[src/rtl/hazard_ctrl.sv]
// Pipeline hazard controller: load-use stalls, taken-branch flushes and
// multi-cycle multiply/divide freezes for a classic five-stage pipeline.
module hazard_ctrl #(
    parameter int unsigned MULDIV_CYCLES = 32
) (
    input  logic        clk,
    input  logic        rst,
    input  logic [4:0]  id_rs,
    input  logic [4:0]  id_rt,
    input  logic        id_uses_rt,
    input  logic        id_branch_taken,
    input  logic        ex_mem_read,
    input  logic [4:0]  ex_rt,
    input  logic        ex_muldiv_start,
    output logic        pc_en,
    output logic        if2id_en,
    output logic        if2id_flush,
    output logic        id2ex_en,
    output logic        id2ex_flush,
    output logic        busy,
    output logic [31:0] stall_count
);

    typedef enum logic {
        RUN,
        MD_WAIT
    } state_t;

    localparam logic [7:0] CNT_INIT = 8'(MULDIV_CYCLES - 1);

    state_t      state_q, state_d;
    logic [7:0]  cnt_q, cnt_d;
    logic        md_done_q, md_done_d;
    logic [31:0] stall_count_q, stall_count_d;

    logic load_use;
    logic md_go;

    // Register zero is hard-wired, so a load targeting it never creates a hazard.
    assign load_use = ex_mem_read && (ex_rt != 5'd0) &&
                      ((ex_rt == id_rs) || (id_uses_rt && (ex_rt == id_rt)));

    // md_done masks the still-held start level for the one cycle the finished op leaves EX.
    assign md_go = (state_q == RUN) && ex_muldiv_start && !md_done_q;

    always_comb begin
        pc_en       = 1'b1;
        if2id_en    = 1'b1;
        if2id_flush = 1'b0;
        id2ex_en    = 1'b1;
        id2ex_flush = 1'b0;
        busy        = 1'b0;
        state_d     = state_q;
        cnt_d       = cnt_q;
        md_done_d   = 1'b0;

        if (!rst) begin
            unique case (state_q)
                RUN: begin
                    if (md_go) begin
                        pc_en    = 1'b0;
                        if2id_en = 1'b0;
                        id2ex_en = 1'b0;
                        state_d  = MD_WAIT;
                        cnt_d    = CNT_INIT;
                    end else if (load_use) begin
                        pc_en       = 1'b0;
                        if2id_en    = 1'b0;
                        id2ex_flush = 1'b1;
                    end else if (id_branch_taken) begin
                        if2id_flush = 1'b1;
                    end
                end
                MD_WAIT: begin
                    pc_en    = 1'b0;
                    if2id_en = 1'b0;
                    id2ex_en = 1'b0;
                    busy     = 1'b1;
                    cnt_d    = cnt_q - 8'd1;
                    // Exiting on cnt<=1 also guards against a stuck zero count.
                    if (cnt_q <= 8'd1) begin
                        state_d   = RUN;
                        md_done_d = 1'b1;
                    end
                end
                default: begin
                    state_d = RUN;
                end
            endcase
        end
    end

    always_comb begin
        stall_count_d = stall_count_q;
        if (!pc_en && (stall_count_q != 32'hFFFF_FFFF)) begin
            stall_count_d = stall_count_q + 32'd1;
        end
    end

    always_ff @(posedge clk) begin
        if (rst) begin
            state_q       <= RUN;
            cnt_q         <= 8'd0;
            md_done_q     <= 1'b0;
            stall_count_q <= 32'd0;
        end else begin
            state_q       <= state_d;
            cnt_q         <= cnt_d;
            md_done_q     <= md_done_d;
            stall_count_q <= stall_count_d;
        end
    end

    assign stall_count = stall_count_q;

endmodule
[config.mk]
export PLATFORM = sky130hd
export DESIGN_NAME = hazard_ctrl
export DESIGN_NICKNAME = d
export VERILOG_FILES = /design/src/rtl/hazard_ctrl.sv
export SDC_FILE = /design/constraint.sdc
export NUM_CORES = 1
export LEC_CHECK = 0
export CORE_UTILIZATION = 30
export CTS_CLUSTER_SIZE = 16
export DETAILED_ROUTE_END_ITERATION = 6
export PLACE_DENSITY = 0.56
export SYNTH_ARGS = -nofsm -noshare
export SYNTH_HDL_FRONTEND = slang
export SYNTH_SLANG_ARGS = --single-unit
[constraint.sdc]
create_clock -name clk -period 4.09 [get_ports clk]
set_input_delay 1.0225 -clock clk [delete_from_list [all_inputs] [get_ports clk]]
set_output_delay 1.0225 -clock clk [all_outputs]
set_load 0.05 [all_outputs]
==> results of run 1 <==
[final cells by class]
class                   count  area (µm²)
fillers                   721        4100
repair buffers             63         678
clock inverters             2        60.1
inverters                   5        18.8
well taps                  99         124
clock buffers               6        82.6
flip-flops and latches     42         841
multi-input cells         212        1350
[through the flow]
stage	hold WS [ps]	worst slack (ps)
after floorplan	458	211
after global placement	478	166
after detailed placement	483	139
after CTS	508	132
after global routing	542	40.9
final	504	181
[how the worst max path moves through the flow]
stage	to	startpoint	slack [ps]	depth (start not counted)
after global routing	pc_en	ex_rt[3]	40	7
after floorplan	if2id_flush	ex_rt[1]	210	4
after global placement	pc_en	ex_rt[3]	170	7
after CTS	pc_en	ex_rt[3]	130	7
after detailed placement	pc_en	ex_rt[3]	140	7
final	if2id_flush	ex_rt[1]	180	6
[critical path, stage by stage]
cell and delay, ps:
clkdlybuf4s50_1 450, or4_1 530, o21ai_1 240, nor2_1 80, nor4b_2 360, buf_12 180
[report_power, final]
group / internal [mW] / switching, mW / total [mW]
clock: 0.260 / 0.147 / 0.408
combinational: 0.0724 / 0.0900 / 0.162
sequential: 0.421 / 0.0123 / 0.434
[cell families after synthesis]
| family | Yosys count |
|---|---|
| muxes | 5 |
| and+or+nand+nor | 134 |
| DFF | 42 |
| adders and majority gates | 3 |
| xor gates and xnor gates | 21 |
| buffers and inverters | 17 |
| AOI/OAI and AO/OA | 49 |
[sequential cells by signal, indices dropped and copies added (netlist names)]
signal,flops
state_q,1
stall_count,32
cnt_q,8
md_done_q,1
[layer usage]
| metal | vias up | track usage (%) | wire length [µm] |
|---|---|---|---|
| li1 | 1109 | - | - |
| met1 | 1001 | 19.4 | 2680 |
| met2 | 50 | 25.5 | 2580 |
| met3 | 7 | 3.26 | 300 |
| met4 | 0 | 6.30 | 102 |
| met5 | - | 0 | 0 |
[synthesized netlist by cell type, types with 2 or more instances]
library cell / count / share of area (%)
nor4b_1: 2 / 0.78
and4_1: 4 / 1.6
nand2b_1: 6 / 1.7
xor2_1: 19 / 7.4
a31oi_1: 2 / 0.56
mux2_2: 3 / 1.5
or4_1: 7 / 2.3
nor2_1: 24 / 4.0
nor3_1: 4 / 0.89
xnor2_1: 2 / 0.78
o31ai_1: 2 / 0.67
or2_2: 3 / 0.83
mux2i_1: 2 / 0.89
o21ai_0: 14 / 3.1
nand4_2: 2 / 1.1
ha_1: 3 / 1.7
and2_1: 3 / 0.83
nand2_1: 19 / 3.2
or3_1: 14 / 3.9
a21oi_1: 18 / 4.0
nor2b_1: 5 / 1.4
clkbuf_1: 9 / 1.5
nand3_1: 12 / 2.7
a211oi_1: 3 / 1.0
nand4_1: 14 / 3.9
nor4_1: 5 / 1.4
inv_1: 5 / 0.83
dfxtp_1: 42 / 37
and3_1: 7 / 1.9
==> summary.txt, run 1 <==
Global routing
  – Pin count of the biggest net entering global routing: 24
  – First-pass GRT wire length: 9430 µm
  – Total congestion overflow: 0
  – Vias in the first global route: 2,050
  – Antenna violations before repair: 0
  – All-Layer GR Usage: 15.4%

Placement
  – Dpl hpwl: 4180 µm
  – RD Place Congestion: 0.705
  – I/O Buffers: 58
  – DP Area: 0.00301 mm²
  – Placed cell count: 421

Clock tree
  – H-Tree Depth: 2
  – CTS clock-pin slew for the worst setup and hold paths: 80 ps
  – CTS tree: built
  – Clk root buf: clkbuf_8
  – Setup Fix Bufs, Post-CTS: 0
  – Longest Clk Path Bufs: 2
  – TritonCTS buffer count: 5
  – Clock sinks: 42
  – Post-CTS sizing: 0
  – Latest clock arrival within the worst-skew pair: 290 ps
  – Hold buffers post-CTS: 0

Synth
  – Main flop type after synthesis: dfxtp_1
  – Avg Cell Area, Syn: 8.30 µm²
  – Post-Syn Instances: 271
  – Ys Warns: 0
  – Combinational family with the most area after synthesis: simple AND/OR/NAND/NOR gates
  – Post-synthesis async set-or-reset flop share: 0%
  – Sequential cell area fraction in the yosys report: 37.4%
  – Mux cell area share after synthesis: 2.39%
  – Synth Register Bits: 42
  – Synth Area in Simple Gates: 33.7%
  – Post-synthesis cell type count: 45
  – Post-Synth XOR/XNOR Area: 8.18%
  – Syn nets: 295
  – Post-synth EDFFs: 0
  – Compound-Gate Fraction of Synth Area: 13.2%
  – Mapped Area: 0.00225 mm²
  – Post-Synth Adder-Cell Area: 1.67%

Floorplan
  – Die X: 88.6 µm
  – Rows: 31
  – Std-Cell Core Area: 0.00725 mm²
  – Die span in y: 88.6 µm
  – Starting density of the core: 31.0%
  – Full die area: 0.00784 mm²
  – Num ports: 59

Critical path
  – WS Path Type: input pin to output port
  – Startpoint types: input pin
  – Reg-to-Reg Start: stall_count[9]
  – Worst path required time: 3070 ps
  – Crit. End Element: output port
  – R2r setup slk: 1730 ps
  – Reg2reg end: stall_count[27]
  – Depth of the most critical reg-to-reg path: 6
  – Crit path DAT: 2890 ps
  – CP Max Fanout: 3

Status
  – Status: complete, no violations

STA
  – Final Critical Period: 3910 ps
  – Max Slew Vio Count: 0
  – Worst Skew: 6.94 ps
  – Final setup viols: 0
  – RSZ-0062 raised after global routing: no
  – Fmax: 0.256 GHz
  – Final worst path period share: 95.6%
  – Rel. slew slack: 63.0%
  – Worst-Margin Slew: 554 ps
  – Final Hold Fails: 0
  – Setup_tns: 0 ps

Hold path
  – Worst hold path type: flop to flop
  – Min-Delay Path Depth: 1
  – Worst Hold Path EP: cnt_q[4]
  – Hold path start: cnt_q[4]

Power
  – Total Power: 1.00 mW
  – VDD IR-drop max: 0.000227 V
  – Leakage Power: 1.11 nW
  – Power Density: 318 mW/mm²

Finish
  – Most frequent cells in the layout: clkdlybuf4s50_1, dfxtp_1, nor2_1
  – Post-layout util: 43.5%
  – Design Area, Final: 0.00315 mm²
  – Ant diodes: 0
  – Synthesis-to-finish area growth: 40.3%
  – Fraction of layout cells with a size suffix above 1: 10.3%
  – Post-Layout Cell Count: 429
  – Commonest non-fill, non-tap cell in the layout: clkdlybuf4s50_1
  – Final-stage net count: 353

Detailed routing
  – Initial DRT Pass Iterations: 4
  – DR WL/cell: 13.2 µm
  – Drt initial violations: 105
  – Final ANT Viol Nets: 0
  – Via count: 2,167
  – Via-per-instance ratio: 5.05
  – Post-route DRC: 0
  – DRT Wirelength: 5660 µm

Job
  – Max Cap Viol: 0
Note: power is estimated with default switching activity, not from simulation.
==> run 2: changes to the inputs <==
- GPL_TIMING_DRIVEN: not set -> 0
- REMOVE_ABC_BUFFERS: not set -> 1
==> run 2 against run 1 <==
- register-to-register slack got worse by 30 ps
- via count fell by 0.55%
- cell count fell by 0.93%
- final area fell by 5.0%
- critical path type unchanged
- largest cell class unchanged
- largest power group unchanged
==> summary.txt, run 2 (same netlist as run 1, synthesis figures left out) <==
STA
  – RSZ-0062 raised after global routing: no (unchanged)
  – Fmax: 0.252 GHz (was 0.256 GHz)
  – Worst Skew: 7.87 ps (was 6.94 ps)
  – Final setup viols: 0 (unchanged)
  – Max Slew Vio Count: 0 (unchanged)
  – Setup_tns: 0 ps (unchanged)
  – Final worst path period share: 97.0% (was 95.6%)
  – Final Hold Fails: 0 (unchanged)
  – Final Critical Period: 3970 ps (was 3910 ps)
  – Worst-Margin Slew: 910 ps (was 554 ps)
  – Rel. slew slack: 39.4% (was 63.0%)

Detailed routing
  – Drt initial violations: 78 (was 105)
  – Final ANT Viol Nets: 0 (unchanged)
  – Via-per-instance ratio: 5.07 (was 5.05)
  – DR WL/cell: 12.9 µm (was 13.2 µm)
  – Via count: 2,155 (was 2,167)
  – Initial DRT Pass Iterations: 4 (unchanged)
  – DRT Wirelength: 5460 µm (was 5660 µm)
  – Post-route DRC: 0 (unchanged)

Critical path
  – Startpoint types: input pin (unchanged)
  – Crit. End Element: output port (unchanged)
  – CP Launch Point: ex_rt[1] (unchanged)
  – Reg-to-Reg Start: stall_count[10] (was stall_count[9])
  – WS Path Type: input pin to output port (unchanged)
  – Crit path DAT: 2940 ps (was 2890 ps)
  – CP Buf/Inv Count: 2 (unchanged)
  – CP Max Fanout: 14 (was 3)
  – Slowest Stage Delay on Critical Path: 590 ps (was 530 ps)
  – CP Cell Sequence: clkdlybuf4s50_1 -> or4_1 -> o21ai_4 -> nand2_4 -> nand2_2 -> or2_2 -> clkbuf_4 (was clkdlybuf4s50_1 -> or4_1 -> o21ai_1 -> nor2_1 -> nor4b_2 -> buf_12)
  – Worst path required time: 3070 ps (about the same)
  – Critical-path top delay cell: or4_1 (unchanged)
  – Family with the most delay on the worst path: simple AND/OR/NAND/NOR gates (unchanged)

Status
  – Status: complete, no violations (unchanged)

Finish
  – Post-layout util: 41.3% (was 43.5%)
  – Post-Layout Cell Count: 425 (was 429)
  – Final-stage net count: 349 (was 353)
  – Max reg flops: 32 (unchanged)
  – Synthesis-to-finish area growth: 33.3% (was 40.3%)
  – Fraction of layout cells with a size suffix above 1: 8.59% (was 10.3%)
  – Most frequent cells in the layout: clkdlybuf4s50_1, dfxtp_1, nor2_1 (unchanged)
  – Ant diodes: 0 (unchanged)
  – Commonest non-fill, non-tap cell in the layout: clkdlybuf4s50_1 (unchanged)
  – Design Area, Final: 0.00300 mm² (was 0.00315 mm²)
  – Fillers: 731 (was 721)

Clock tree
  – Clock sinks: 42 (unchanged)
  – Longest Clk Path Bufs: 2 (unchanged)
  – Latest clock arrival within the worst-skew pair: 290 ps (about the same)
  – Clk root buf: clkbuf_8 (unchanged)
  – TritonCTS buffer count: 5 (unchanged)
  – CTS tree: built (unchanged)
  – CTS clock-pin slew for the worst setup and hold paths: 80 ps (about the same)
  – H-Tree Depth: 2 (unchanged)
  – Hold buffers post-CTS: 0 (unchanged)

Global routing
  – Vias in the first global route: 1,926 (was 2,050)
  – All-Layer GR Usage: 14.6% (was 15.4%)
  – Total congestion overflow: 0 (unchanged)
  – Antenna violations before repair: 0 (unchanged)
  – Pin count of the biggest net entering global routing: 51 (was 24)
  – First-pass GRT wire length: 8920 µm (was 9430 µm)

Placement
  – Placed cell count: 416 (was 421)
  – DP Area: 0.00289 mm² (was 0.00301 mm²)
  – RD Place Congestion: 0.763 (was 0.705)
  – Dpl hpwl: 3920 µm (was 4180 µm)
  – I/O Buffers: 58 (unchanged)

Hold path
  – Worst hold path type: flop to flop (unchanged)
  – Hold path start: stall_count[4] (was cnt_q[4])

Floorplan
  – Full die area: 0.00784 mm² (unchanged)
  – Num ports: 59 (unchanged)
  – Die span in y: 88.6 µm (unchanged)
  – Die X: 88.6 µm (unchanged)
  – Starting density of the core: 31.0% (unchanged)
  – Std-Cell Core Area: 0.00725 mm² (unchanged)
  – Rows: 31 (unchanged)

Job
  – Max Cap Viol: 0 (unchanged)

Power
  – Leakage Power: 1.04 nW (was 1.11 nW)
  – Power Density: 286 mW/mm² (was 318 mW/mm²)
  – Total Power: 0.859 mW (was 1.00 mW)
  – VDD IR-drop max: 0.000117 V (was 0.000227 V)
## run 2: routing by layer
metal  GRT usage (%)  share of wire (%)
met5               0                  0
met4            4.84                1.1
met3            2.80                4.0
met2            24.8                 48
met1            18.5                 47
## run 2: metrics by stage
step,setup WS (ps),hold WS (ps)
floorplan,-433,447
global placement,-857,483
detailed placement,-847,486
CTS,29.0,506
global route,27.9,533
finish,124,499
## run 2: layout make-up
| cell class | count | area (µm²) | share of cell area, % |
|---|---|---|---|
| multi-input combinational | 212 | 1350 | 45.1 |
| sequential | 42 | 841 | 28.0 |
| timing repair buffer | 59 | 571 | 19.0 |
| tap | 99 | 124 | 4.13 |
| clock buffer | 7 | 86.3 | 2.88 |
| inverter | 5 | 18.8 | 0.626 |
| clock inverter | 1 | 5.00 | 0.167 |
## run 2: final timing paths
kind,endpoint,slack (ps),cells after the start
worst max-delay path,pc_en,120,7
worst min-delay path,stall_count[4],500,1
worst max register to register,stall_count[27],1700,6
worst min register to register,stall_count[4],500,1
## run 2: where the power goes
part	switching [mW]	total, mW	internal (mW)
Combinational	0.0861	0.146	0.0602
Clock	0.142	0.278	0.136
Sequential	0.0128	0.434	0.421
## run 2: timing repair
action,4_1_cts,5_1_grt
gates resized for setup,21,8
buffers inserted,1,0
endpoints found under the setup margin,4,4
pin swaps,1,0
